### src/rtl/matmul_engine.sv
// Sequential N x N matrix multiplier: one multiply-accumulate per clock,
// results stored row-major into C_out, with a one-cycle done pulse at the end.
module matmul_engine #(
  parameter int N  = 4,
  parameter int DW = 8,
  parameter int CW = 16
) (
  input  logic                 clk,
  input  logic                 reset,
  input  logic                 start,
  input  logic                 mode_signed,
  input  logic [N*N*DW-1:0]    A_in_flat,
  input  logic [N*N*DW-1:0]    B_in_flat,
  output logic                 busy,
  output logic                 done,
  output logic [N*N*CW-1:0]    C_out,
  output logic [CW-1:0]        mac_output
);

  localparam int IW = (N > 1) ? $clog2(N) : 1;
  localparam logic [IW-1:0] LAST = IW'(N - 1);

  localparam logic [1:0] IDLE  = 2'd0;
  localparam logic [1:0] MAC   = 2'd1;
  localparam logic [1:0] STORE = 2'd2;
  localparam logic [1:0] DONE  = 2'd3;

  logic [1:0]            state;
  logic [N*N*DW-1:0]     a_reg;
  logic [N*N*DW-1:0]     b_reg;
  logic                  mode_reg;
  logic [IW-1:0]         i_idx;
  logic [IW-1:0]         j_idx;
  logic [IW-1:0]         k_idx;
  logic [CW-1:0]         acc;

  logic [DW-1:0]         a_el;
  logic [DW-1:0]         b_el;
  logic signed [2*DW-1:0] prod_s;
  logic [2*DW-1:0]       prod_u;
  logic [CW-1:0]         prod_ext;

  // Both interpretations are formed at full 2*DW width; mode picks the extension.
  always_comb begin
    a_el     = a_reg[(int'(i_idx) * N + int'(k_idx)) * DW +: DW];
    b_el     = b_reg[(int'(k_idx) * N + int'(j_idx)) * DW +: DW];
    prod_s   = (2*DW)'($signed(a_el)) * (2*DW)'($signed(b_el));
    prod_u   = (2*DW)'(a_el) * (2*DW)'(b_el);
    prod_ext = mode_reg ? CW'(prod_s) : CW'(prod_u);
  end

  always_ff @(posedge clk) begin
    if (!reset) begin
      state    <= IDLE;
      a_reg    <= '0;
      b_reg    <= '0;
      mode_reg <= 1'b0;
      i_idx    <= '0;
      j_idx    <= '0;
      k_idx    <= '0;
      acc      <= '0;
      C_out    <= '0;
    end else begin
      case (state)
        IDLE: begin
          if (start) begin
            a_reg    <= A_in_flat;
            b_reg    <= B_in_flat;
            mode_reg <= mode_signed;
            i_idx    <= '0;
            j_idx    <= '0;
            k_idx    <= '0;
            acc      <= '0;
            state    <= MAC;
          end
        end
        MAC: begin
          acc   <= acc + prod_ext;
          k_idx <= k_idx + IW'(1);
          if (k_idx == LAST) state <= STORE;
        end
        STORE: begin
          C_out[(int'(i_idx) * N + int'(j_idx)) * CW +: CW] <= acc;
          acc   <= '0;
          k_idx <= '0;
          if (j_idx == LAST) begin
            j_idx <= '0;
            if (i_idx == LAST) begin
              i_idx <= '0;
              state <= DONE;
            end else begin
              i_idx <= i_idx + IW'(1);
              state <= MAC;
            end
          end else begin
            j_idx <= j_idx + IW'(1);
            state <= MAC;
          end
        end
        DONE:    state <= IDLE;
        default: state <= IDLE;
      endcase
    end
  end

  assign busy       = (state == MAC) || (state == STORE);
  assign done       = (state == DONE);
  assign mac_output = acc;

endmodule

### config.mk
export PLATFORM = sky130hd
export DESIGN_NAME = matmul_engine
export DESIGN_NICKNAME = d
export VERILOG_FILES = /design/src/rtl/matmul_engine.sv
export SDC_FILE = /design/constraint.sdc
export NUM_CORES = 1
export LEC_CHECK = 0
export ABC_AREA = 1
export CAP_MARGIN = 15
export CORE_MARGIN = 1
export CORE_UTILIZATION = 52
export CTS_CLUSTER_DIAMETER = 120
export DETAILED_ROUTE_END_ITERATION = 10
export PLACE_DENSITY = 0.83
export SLEW_MARGIN = 10
export SYNTH_ARGS = -nofsm -noshare
export SYNTH_HDL_FRONTEND = slang
export SYNTH_SLANG_ARGS = --single-unit
### constraint.sdc
create_clock -name clk -period 7.84 [get_ports clk]
set_input_delay 1.176 -clock clk [delete_from_list [all_inputs] [get_ports clk]]
set_output_delay 1.176 -clock clk [all_outputs]
set_load 0.005 [all_outputs]
After elaboration in Yosys (flattened, before gate mapping)
Index checks and enable logic that the tools add are counted.
- $add $sub $neg: 8
- $mul: 2
- equality and inequality tests: 9
- shift operators: 4
- multiplexer cells: 16
- reductions and logical operators: 9
- operators by type and width (kind ; number):
    $bwmux 256 ; 1
    $shift 16x33->256 const A ; 1
    $shiftx 128x9->8 ; 2
    $shiftx 16x33->256 ; 1
    $pmux 16 s3 ; 1
    $neg 9->33 ; 1
    $mul 8x8->16 ; 2
    $mux 16 ; 2
    $add 16x16->16 ; 1
    $mux 2 ; 8
    $add 4x2->5 ; 3
    $eq 2x2->1 const B ; 5
    $pmux 2 s2 ; 2
    $pmux 2 s4 ; 1
    $reduce_and 2->1 ; 4
    $add 2x1->2 const B ; 3
    $ne 2x2->1 const B ; 3
    $pmux 2 s3 ; 1
    $reduce_and 3->1 ; 1
    $reduce_bool 3->1 ; 1
    $eq 2x1->1 const B ; 1
    $logic_not 2->1 ; 1
    $reduce_bool 2->1 ; 1
    $logic_or 1x1->1 ; 1
- register bits: 537
- input bits: 260
- word-level logic and storage cells: 57

Depth between registers and ports, before layout
- word-level depth: 6
- depth in mapped cells: 37

Least setup slack after synthesis
OpenSTA, ideal clock, no wires.
- path kind: flip-flop to flip-flop
- from: reg k_idx[0]
- to: reg acc[15], in the netlist mac_output[15]
- arrival: 6208 ps
- required time: 7702 ps
- setup slack: 1494 ps
- cell stages (with the launch flop): 37
- buffers on the path: 2
- clock period less this slack: 6346 ps
- cell sequence: dfxtp_1 -> buf_2 -> clkinv_1 -> clkbuf_1 -> o21ai_0 -> o22ai_1 -> o211ai_1 -> nand2_1 -> nand2_1 -> inv_1 -> fa_1 -> inv_1 -> fa_1 -> inv_1 -> fa_1 -> inv_1 -> fa_1 -> inv_1 -> ha_1 -> a21oi_1 -> nand2_1 -> nand2_1 -> nand2_1 -> a21oi_1 -> nor2_1 -> o21ai_0 -> nand2_1 -> xnor2_1 -> o21ai_0 -> ha_1 -> a21o_1 -> nand3_1 -> nand2_1 -> a221oi_1 -> nand3_1 -> nand3_1 -> a21oi_1
- cells in the longest elaborated chain, start to end: 6
- elaborated cells on any way between the ends: 9
- ends and longest elaborated chain (element ; line ; text):
    start, declared ; 34 ; logic [IW-1:0] k_idx;
    start signal, assigned ; 79 ; k_idx <= k_idx + IW'(1);
    $add 4x2->5, on equally long branches ; 45, 46 ;
    $shiftx 128x9->8, on equally long branches ; 45, 46 ;
    $mul 8x8->16, on equally long branches ; 48, 47 ;
    $mux 16 * ; 49 ; prod_ext = mode_reg ? CW'(prod_s) : CW'(prod_u);
    $add 16x16->16 * ; 78 ; acc <= acc + prod_ext;
    $pmux 16 s3 * ; 64 ; case (state)
    end signal, assigned ; 78 ;
    end, declared ; 35 ; logic [CW-1:0] acc;
Mark *: on every way between the ends. The rest lies on a longest branch, timed or not.
A chain may end at the register's enable or synchronous reset.

Final worst setup path
Ends and elaborated chain as after synthesis.

==> results by group <==
Run status
  • Status: finished, final reports clean

Run
  • Max-Cap Viols: 0

Global route
  • Pin count of the biggest net entering global routing: approximately 140
  • Vias in the first global route: around 24000
  • All-Layer GR Usage: 0.326
  • Initial antenna violation count: 7
  • Total grt overflow: 0
  • First-pass GRT wire length: between 100000 and 150000 um

Timing
  • Minimum clock period: around 7.3 ns
  • Fin crit share: 0.931
  • Count of pins over their slew limit: 0
  • Layout Skew: roughly 0.033 ns
  • Final setup TNS: 0 ns
  • Final hold vios: 0
  • Worst slew margin: 0.268
  • Slew of the pin with the lowest slew margin: ~1.1 ns
  • Final Setup Violations: 0
  • RSZ-0062 raised after global routing: no
  • FMAX: 137 MHz

Synth
  • Sequential element share of the synthesized area: 0.404
  • Avg Synthesized Cell Area: roughly 7.4 um^2
  • FF+latch count, synth: around 540
  • Cell taking the most area after synthesis: dfxtp_1
  • Top-count cell post-synth: nor2_1
  • Top cells by area, synth: dfxtp_1, nor2_1, o21ai_0
  • Post-synth EDFFs: 0
  • Ys async rst share: 0
  • Post-synthesis cell count: 3584
  • Post-synth top flop: dfxtp_1
  • Synth Cell Area: roughly 27000 um^2
  • YS warnings: 0
  • Synth Net Count: 4015
  • Synth cell types: 50
  • Synth top area share: 0.404
  • Top cells by count, synth: nor2_1, o21ai_0, dfxtp_1, inv_1, nand2_1

Worst setup path
  • Max incr delay on CP: between 0.5 and 0.6 ns
  • Worst setup EP type: register
  • Crit path DAT: between 7 and 8 ns
  • FF-to-FF path depth: 35
  • R2R Setup Slk: roughly 0.54 ns
  • CP max-delay cell: fa_1
  • Reg-to-Reg End: mac_output[15]$_SDFFE_PN0P_
  • CP endpoint: mac_output[15]$_SDFFE_PN0P_
  • Critical path class: reg -> reg
  • Most common cell type on the critical path: nand2_1
  • Data required time at the worst endpoint: 8.38 ns
  • Reg2reg start: k_idx[0]$_SDFFE_PN0P_
  • Crit path launch type: register
  • Crit path max fanout: 65
  • Critical path startpoint: k_idx[0]$_SDFFE_PN0P_

Placed design
  • HPWL after DPL: roughly 64000 um
  • Gp weighted congestion: approximately 0.94
  • I/O Buffers: around 530

Worst hold path
  • Hold depth: 2
  • Hold WC Path Type: reg -> reg

CTS
  • Htree depth: 2
  • Root Driver: clkbuf_16
  • Clk_lat worst skew: slightly above 0.6 ns
  • # hold bufs at CTS: 0
  • Total of cells resized after clock tree synthesis: 0
  • # clock sinks: ~540
  • CTS tree: done
  • Clk pin slew, worst setup/hold paths: about 0.06 ns
  • Post-CTS setup buffers: 0
  • Clock Path Buffers: 3
  • Total CTS buffers: 52

Routing
  • WL final: between 80000 and 90000 um
  • DRC: 0
  • Detailed Routing Iterations Pass 1: 7
  • Routed Antenna Nets: 0
  • DR WL/cell: ~19 um
  • Initial DRC count: approximately 2600
  • Vias per cell: approximately 5.6
  • Vias: around 26000

Power and ir drop
  • P per Cell Area: 498 nW/um^2
  • P_leak: roughly 14 nW
  • Peak supply drop: between 0.0005 and 0.0006 V

Die
  • Die Y: about 230 um
  • Die X: around 230 um
  • Starting Density: 0.529
  • I/O Pins: between 500 and 600
  • Die area: around 52000 um^2
  • Core area: 50400 um^2
  • Row count: between 80 and 90

Layout
  • Nets: approximately 4400
  • Number of flip-flops in the largest register: between 200 and 300
  • Area of the multi-input gates: ~14000 um^2
  • Layout cell share with drive strength beyond 1: 0.0527
  • Fin util: 0.674
  • Fill cells: ~4200
  • Area delta synth->final: 27.6%
  • Sequential Area: roughly 11000 um^2
-- critical path, delay by kind of cell, from the launching register on --
family          cells  cell delay (ns)
compound gates      9             1.66
xor+xnor            1             0.15
fa+ha+maj           6             2.81
buf+inv             8             1.27
flops               1             0.33
simple gates       11             1.02
-- stage by stage --
step | total power (W) | hold slack, ns | std cells | instance area [um^2] | setup WS [ns]
after floorplan | 0.0114 | 0.449 | 3584 | 26600 | 1.49
after global placement | 0.0140 | 0.458 | 4600 | 32100 | 0.716
after detailed placement | 0.0141 | 0.466 | 4600 | 32100 | 0.587
after CTS | 0.0168 | 0.479 | 4695 | 33900 | 0.581
after global routing | 0.0185 | 0.491 | 4702 | 34000 | 0.0485
final | 0.0169 | 0.477 | 4703 | 34000 | 0.541
-- layout by cell type, fill, tap and decap left out, drive strengths merged, types with 74 or more instances in the layout --
| cell type | synthesis | routed |
|---|---|---|
| nor2 | 971 | 971 |
| o21ai | 623 | 623 |
| dfxtp | 537 | 537 |
| clkdlybuf4s50 | 0 | 532 |
| inv | 327 | 330 |
| nand2 | 227 | 227 |
| a21oi | 207 | 207 |
| fa | 86 | 86 |
| ha | 85 | 85 |
| clkbuf | 163 | 76 |
| nor3 | 74 | 74 |
-- cells by family after synthesis --
group / after synthesis / synth area share
xor+xnor: 10 / 0.00329
mux: 1 / 0.000376
buf+inv: 553 / 0.0835
flops: 537 / 0.404
simple gates: 1351 / 0.208
compound gates: 961 / 0.197
fa+ha+maj: 171 / 0.105
-- metal layers --
layer	part of all wire	track usage	vias to the layer above
li1	-	-	12511
met1	0.41	0.418	12129
met2	0.46	0.530	1290
met3	0.077	0.0541	241
met4	0.054	0.167	2
met5	0.00021	0	-
-- how the worst min path moves through the flow --
stage                                  startpoint                 endpoint  slack (ns)
after global placement     a_reg[44]$_SDFFE_PN0P_   a_reg[44]$_SDFFE_PN0P_        0.46
after CTS                 C_out[239]$_SDFFE_PN0P_  C_out[239]$_SDFFE_PN0P_        0.48
after global routing       a_reg[51]$_SDFFE_PN0P_   a_reg[51]$_SDFFE_PN0P_        0.49
after floorplan           a_reg[112]$_SDFFE_PN0P_  a_reg[112]$_SDFFE_PN0P_        0.45
final                      a_reg[82]$_SDFFE_PN0P_   a_reg[82]$_SDFFE_PN0P_        0.48
after detailed placement  a_reg[105]$_SDFFE_PN0P_  a_reg[105]$_SDFFE_PN0P_        0.47
-- power breakdown --
part	leakage, nW	internal, W	total (W)	switching (W)
Sequential	4.39	0.00315	0.00346	0.000314
Clock	0.899	0.00154	0.00264	0.00110
Combinational	9.14	0.00377	0.0108	0.00703
-- final cells by class --
type                            count  area share
Clock inverter                     19     0.00755
Timing Repair Buffer              569       0.166
Antenna cell                        6    0.000442
Tap cell                          672      0.0247
Clock buffer                       76      0.0457
Sequential cell                   537       0.317
Inverter                          330      0.0371
Multi-Input combinational cell   2494       0.402
Note: power is estimated with default switching activity, not from simulation.
